$ cat src/rtl/sw_scanner_if.sv
// sw_scanner_if: switch-bank inputs, debounced level word and change-event
// stream. The scanner drives through the master modport; a consumer
// connects through the slave modport.
interface sw_scanner_if #(
    parameter int unsigned NUM_SW = 16
);
    localparam int unsigned IW = $clog2(NUM_SW);

    logic [NUM_SW-1:0] sw;
    logic [NUM_SW-1:0] sw_stable;
    logic              evt_valid;
    logic              evt_ready;
    logic [IW-1:0]     evt_index;
    logic              evt_level;

    modport master (
        input  sw,
        input  evt_ready,
        output sw_stable,
        output evt_valid,
        output evt_index,
        output evt_level
    );

    modport slave (
        output sw,
        output evt_ready,
        input  sw_stable,
        input  evt_valid,
        input  evt_index,
        input  evt_level
    );
endinterface

$ cat src/rtl/sw_scanner.sv
// sw_scanner: synchronizes and debounces a slide-switch bank, publishes the
// stable level word and queues one {index, level} event per debounced change.
module sw_scanner #(
    parameter int unsigned NUM_SW      = 16,
    parameter int unsigned TICK_CYCLES = 1000000,
    parameter int unsigned FIFO_DEPTH  = 4
) (
    input logic            clk,
    input logic            rst,
    sw_scanner_if.master   bus
);
    localparam int unsigned IW = $clog2(NUM_SW);
    localparam int unsigned EW = IW + 1;
    localparam int unsigned PW = $clog2(TICK_CYCLES);
    localparam int unsigned AW = $clog2(FIFO_DEPTH);
    localparam int unsigned CW = AW + 1;

    logic [NUM_SW-1:0] sync1_q;
    logic [NUM_SW-1:0] sync2_q;
    logic [PW-1:0]     presc_q;
    logic              tick;
    logic [NUM_SW-1:0] samp_prev_q;
    logic [NUM_SW-1:0] stable_q;
    logic [NUM_SW-1:0] stable_d;
    logic [NUM_SW-1:0] pending_q;
    logic [NUM_SW-1:0] pending_d;
    logic [NUM_SW-1:0] accept;
    logic [NUM_SW-1:0] clr_mask;
    logic [IW-1:0]     push_idx;
    logic              push_lvl;
    logic              found;
    logic              push;
    logic              pop;
    logic              full;

    logic [EW-1:0]     mem_q [FIFO_DEPTH];
    logic [AW-1:0]     wr_q;
    logic [AW-1:0]     rd_q;
    logic [CW-1:0]     cnt_q;

    // Two-flop synchronizer on every raw switch bit
    always_ff @(posedge clk) begin
        if (rst) begin
            sync1_q <= '0;
            sync2_q <= '0;
        end else begin
            sync1_q <= bus.sw;
            sync2_q <= sync1_q;
        end
    end

    assign tick = (presc_q == PW'(TICK_CYCLES - 1));

    // Free-running debounce sample prescaler
    always_ff @(posedge clk) begin
        if (rst) begin
            presc_q <= '0;
        end else if (tick) begin
            presc_q <= '0;
        end else begin
            presc_q <= presc_q + PW'(1);
        end
    end

    // Lowest pending switch is the next event candidate
    always_comb begin
        found    = 1'b0;
        push_idx = '0;
        for (int unsigned i = 0; i < NUM_SW; i++) begin
            if (pending_q[i] && !found) begin
                found    = 1'b1;
                push_idx = IW'(i);
            end
        end
    end

    assign full     = (cnt_q == CW'(FIFO_DEPTH));
    assign push     = (pending_q != '0) && !full;
    assign pop      = (cnt_q != '0) && bus.evt_ready;
    assign push_lvl = stable_q[push_idx];

    // Accept a level seen on two consecutive ticks that differs from the stable one;
    // applying the set after the clear makes a same-cycle set win.
    always_comb begin
        clr_mask = '0;
        if (push) begin
            clr_mask[push_idx] = 1'b1;
        end
        accept    = {NUM_SW{tick}} & ~(sync2_q ^ samp_prev_q) & (sync2_q ^ stable_q);
        stable_d  = stable_q ^ accept;
        pending_d = (pending_q & ~clr_mask) | accept;
    end

    // Debounce state: previous tick sample, stable word, pending change flags
    always_ff @(posedge clk) begin
        if (rst) begin
            samp_prev_q <= '0;
            stable_q    <= '0;
            pending_q   <= '0;
        end else begin
            if (tick) begin
                samp_prev_q <= sync2_q;
            end
            stable_q  <= stable_d;
            pending_q <= pending_d;
        end
    end

    // Event FIFO; push is gated on the pre-pop count, so a same-cycle pop never unblocks it
    always_ff @(posedge clk) begin
        if (rst) begin
            for (int unsigned i = 0; i < FIFO_DEPTH; i++) begin
                mem_q[i] <= '0;
            end
            wr_q  <= '0;
            rd_q  <= '0;
            cnt_q <= '0;
        end else begin
            if (push) begin
                mem_q[wr_q] <= {push_idx, push_lvl};
                wr_q        <= wr_q + AW'(1);
            end
            if (pop) begin
                rd_q <= rd_q + AW'(1);
            end
            case ({push, pop})
                2'b10:   cnt_q <= cnt_q + CW'(1);
                2'b01:   cnt_q <= cnt_q - CW'(1);
                default: cnt_q <= cnt_q;
            endcase
        end
    end

    assign bus.sw_stable = stable_q;
    assign bus.evt_valid = (cnt_q != '0);
    assign {bus.evt_index, bus.evt_level} = mem_q[rd_q];

endmodule

$ cat src/flat_wrapper.sv
// flat-port wrapper written by rule: the top's interface ports become plain ports
module sw_scanner_flat 
#(
    parameter int unsigned NUM_SW      = 16,
    parameter int unsigned TICK_CYCLES = 1000000,
    parameter int unsigned FIFO_DEPTH  = 4
)
  (clk, rst, bus_sw, bus_evt_ready, bus_sw_stable, bus_evt_valid, bus_evt_index, bus_evt_level);
  sw_scanner_if #(.NUM_SW(NUM_SW)) bus_i ();
  input logic clk;
  input logic rst;
  input wire logic [$bits(bus_i.sw)-1:0] bus_sw;
  input wire logic [$bits(bus_i.evt_ready)-1:0] bus_evt_ready;
  output wire logic [$bits(bus_i.sw_stable)-1:0] bus_sw_stable;
  output wire logic [$bits(bus_i.evt_valid)-1:0] bus_evt_valid;
  output wire logic [$bits(bus_i.evt_index)-1:0] bus_evt_index;
  output wire logic [$bits(bus_i.evt_level)-1:0] bus_evt_level;
  assign bus_i.sw = bus_sw;
  assign bus_i.evt_ready = bus_evt_ready;
  assign bus_sw_stable = bus_i.sw_stable;
  assign bus_evt_valid = bus_i.evt_valid;
  assign bus_evt_index = bus_i.evt_index;
  assign bus_evt_level = bus_i.evt_level;
  sw_scanner #(.NUM_SW(NUM_SW), .TICK_CYCLES(TICK_CYCLES), .FIFO_DEPTH(FIFO_DEPTH)) u_core (.clk(clk), .rst(rst), .bus(bus_i));
endmodule
$ cat config.mk
export PLATFORM = sky130hd
export DESIGN_NAME = sw_scanner_flat
export DESIGN_NICKNAME = d
export VERILOG_FILES = /design/src/rtl/sw_scanner_if.sv /design/src/rtl/sw_scanner.sv /design/src/flat_wrapper.sv
export SDC_FILE = /design/constraint.sdc
export NUM_CORES = 1
export LEC_CHECK = 0
export ABC_AREA = 1
export ABC_CLOCK_PERIOD_IN_PS = 3400
export BUFFER_PORTS_ARGS = -buffer_cell sky130_fd_sc_hd__buf_2
export CORE_UTILIZATION = 35
export CTS_CLUSTER_SIZE = 20
export DETAILED_ROUTE_END_ITERATION = 12
export SYNTH_ARGS = -nofsm -noshare
export SYNTH_HDL_FRONTEND = slang
export SYNTH_SLANG_ARGS = --single-unit
$ cat constraint.sdc
create_clock -name clk -period 3.4 [get_ports clk]
set_clock_uncertainty 0.05 [all_clocks]
set_input_delay 0.68 -clock clk [delete_from_list [all_inputs] [get_ports clk]]
set_output_delay 0.68 -clock clk [all_outputs]
set_load 0.01 [all_outputs]
==> summary.md <==
| Metric | Value |
|---|---|
| Initial antenna violation count | 0 |
| Vias in the first global route | 4203 |
| Critical Path Start Type | flop |
| Antenna violation net count after detailed routing | 0 |
| Area Overhead vs Synth | 18.7% |
| Detailed placer's ending HPWL | 8070 um |
| Final hold violation count | 0 |
| Clk Latency, worst-skew pair | 420 ps |
| Static leakage | 2.78 nW |
| Post-Synth Simple-Gate Area | 25.8% |
| Dominant combinational cell family by area after synthesis | simple AND/OR/NAND/NOR gates |
| Detailed-route wire length per cell | 11.6 um |
| Power consumption | 3.74 mW |
| Level count of the clock H-tree | 4 |
| Number of max-cap violations | 0 |
| Total power per unit cell area | 560 nW/um^2 |
| Core area | 15400 um^2 |
| Area share of the leading cell type in the synthesized netlist | 38.8% |
| Detailed Route WL | 11600 um |
| Fraction of the yosys area taken by sequential cells | 49.5% |
| Maximum number of pins on one net before global-route repair | 50 |
| Warning count from the yosys run | 0 |
| # DRC | 0 |
| Number of buffers inserted during clock tree synthesis | 17 |
| Arithmetic-cell share of the synthesized area counting full adders, half adders and majority gates | 0.801% |
| Clock tree from TritonCTS | built |
| Cells resized by post-CTS repair | 0 |
| Final setup violation count | 0 |
| Compound-gate portion of the synthesized area | 13.8% |
| Number of buffers on the longest clock path | 2 |
| Remaining max-slew budget at the tightest pin | 45.7% |
| Run status | completed |
| Fraction of layout cells with a size suffix above 1 | 13.2% |
| Mean cell area of the mapped netlist | 7.68 um^2 |
| Ports | 41 |
| Die footprint | 16600 um^2 |
| Total negative slack | 0 ps |
| Via density | 4.58 |
| RePlAce Congestion | 0.782 |
| Width of the die | 129 um |
| CP Data Required Time | 3650 ps |
| Share of synthesized area spent on multiplexers | 0% |
| Worst Tran Pin Value | 808 ps |
| Class of the worst hold path | reg -> reg |
| Row count | 45 |
| Clock slew at the register clock pins of the worst setup and hold paths | 50 ps |
| Final Critical Period | 2800 ps |
| Port-buffer cells | 40 |
| Hold buffer count at cts | 0 |
| Initial detailed-routing violation count | 270 |
| Sort of element at the end of the critical path | flop |
| Number of antenna cells inserted | 0 |
| Die Y-Extent | 129 um |
| Initial Util | 36.4% |
| CTS root buf | sky130_fd_sc_hd__clkbuf_16 |
| Worst VDD drop | 0.305 mV |
| Post-Syn Instances | 732 |
| Post-CTS Repair Setup Buffers | 0 |
| Final Max Tran Viols | 0 |
| Highest net fanout along the worst path | 17 |
| Fraction of the cycle the final worst path needs | 82.3% |
| Setup repair after global routing missed its margin | no |
| Global-route wire length before repair | 19700 um |
| All-layer global routing usage | 15.4% |
| GRT overflow | 0 |
| Vias | 4578 |
| Arrival time of the worst setup path | 3050 ps |
| Post-Synth XOR/XNOR Area | 0.467% |
| Synth unique cells | 41 |
| Synth Register Bits | 129 |
| # nets final | 797 |
| Start-to-end type of the worst setup path | reg -> reg |
| Sinks on Clock Net | 129 |
| Upper clock frequency limit | 357 MHz |
| DR pass1 iterations | 6 |
| Cell types with the largest area share after synthesis | sky130_fd_sc_hd__dfxtp_1, sky130_fd_sc_hd__edfxtp_1, sky130_fd_sc_hd__nor2_1, sky130_fd_sc_hd__inv_1, sky130_fd_sc_hd__nand2_1 |
| Combined area of all synthesized cells | 5620 um^2 |
| Synth area leader | sky130_fd_sc_hd__dfxtp_1 |
| Post-Synthesis Net Count | 754 |
-- logic make-up after synthesis --
kind of cell,after synthesis
simple gates,313
compound gates,143
buf+inv,141
flops,129
xor+xnor,3
fa+ha+maj,3
-- power breakdown --
part / leakage, nW / switching, mW / internal [mW]
clock network: 0.311 / 0.648 / 1.27
logic: 1.38 / 0.129 / 0.0697
registers: 1.09 / 0.0313 / 1.59
total: 2.78 / 0.808 / 2.93
-- per-stage QoR --
stage | cells | utilization, % | instance area [um^2] | worst slack (ps) | hold slack [ps]
final | 999 | 43.3 | 6670 | 603 | 348
after global routing | 999 | 43.3 | 6670 | 297 | 369
after CTS | 999 | 43.3 | 6670 | 596 | 349
after detailed placement | 967 | 39.1 | 6030 | 614 | 342
after global placement | 967 | 39.1 | 6030 | 671 | 339
after floorplan | 732 | - | 5620 | 819 | 338
-- placed cells by master (no fill, tap or decap), types with 4 or more instances in the layout --
cell / n
sky130_fd_sc_hd__nor2_4: 6
sky130_fd_sc_hd__nor3_1: 29
sky130_fd_sc_hd__clkbuf_16: 20
sky130_fd_sc_hd__dfxtp_1: 109
sky130_fd_sc_hd__o22ai_1: 5
sky130_fd_sc_hd__a211oi_1: 16
sky130_fd_sc_hd__nor2_1: 118
sky130_fd_sc_hd__buf_2: 40
sky130_fd_sc_hd__nand2_2: 7
sky130_fd_sc_hd__edfxtp_1: 20
sky130_fd_sc_hd__o31ai_1: 4
sky130_fd_sc_hd__inv_1: 117
sky130_fd_sc_hd__o21ai_0: 63
sky130_fd_sc_hd__nand3_2: 5
sky130_fd_sc_hd__nand3_1: 19
sky130_fd_sc_hd__nand2_1: 102
sky130_fd_sc_hd__nand4_1: 8
sky130_fd_sc_hd__a21oi_1: 51
sky130_fd_sc_hd__buf_4: 4
-- Yosys cell counts (all sizes together) --
cell and n:
nor3b 4, o22ai 5, buf 4, dfxtp 109
edfxtp 20, nor3 30, o21ai 64, nor2 125
fa 1, a21oi 51, clkbuf 16, or2 3
xnor2 1, inv 119, ha 2, clkinv 2
nand3 24, a211oi 16, nand3b 2, o21a 1
o31ai 4, and2 1, nand4 10, xor2 2
nand2 111, o21bai 1, nor4 2, a31oi 1
nor2b 1
-- routing by layer --
metal	GRT usage [%]	vias to the layer above	wire length, um
met5	0	-	0
met4	7.27	0	186
met3	3.95	14	395
met2	23.9	64	5160
met1	20.0	2040	5890
li1	-	2460	-
-- worst paths after layout --
path,slack (ps),endpoint,startpoint,depth (start not counted)
setup / recovery,600,u_core.cnt_q[2]$_SDFFE_PP0P_,u_core.pending_q[1]$_SDFF_PP0_,14
hold reg to reg,350,u_core.sync2_q[4]$_SDFF_PP0_,u_core.sync1_q[4]$_SDFF_PP0_,2
setup reg to reg,600,u_core.cnt_q[2]$_SDFFE_PP0P_,u_core.pending_q[1]$_SDFF_PP0_,14
hold / removal,350,u_core.sync2_q[4]$_SDFF_PP0_,u_core.sync1_q[4]$_SDFF_PP0_,2
-- layout make-up --
| type | instances | area, um^2 |
|---|---|---|
| clock buffers | 25 | 549 |
| clock inverters | 7 | 90.1 |
| fillers | 1588 | 8750 |
| inverters | 121 | 454 |
| multi-input cells | 462 | 2300 |
| flip-flops and latches | 129 | 2780 |
| well taps | 211 | 264 |
| repair buffers | 44 | 230 |
-- critical path: stages, from the launching register on --
cell and delay (ps):
sky130_fd_sc_hd__dfxtp_1 340, sky130_fd_sc_hd__nor2_4 150, sky130_fd_sc_hd__nand2_4 80, sky130_fd_sc_hd__nor2_4 160, sky130_fd_sc_hd__nand4_4 130, sky130_fd_sc_hd__nor3_2 220
sky130_fd_sc_hd__nand3b_1 130, sky130_fd_sc_hd__nand2_2 290, sky130_fd_sc_hd__ha_1 210, sky130_fd_sc_hd__inv_1 60, sky130_fd_sc_hd__fa_1 380, sky130_fd_sc_hd__a21oi_1 140
sky130_fd_sc_hd__o21ai_0 110, sky130_fd_sc_hd__o21ai_0 170, sky130_fd_sc_hd__a21oi_1 50
(Power assumes the default switching activity.)
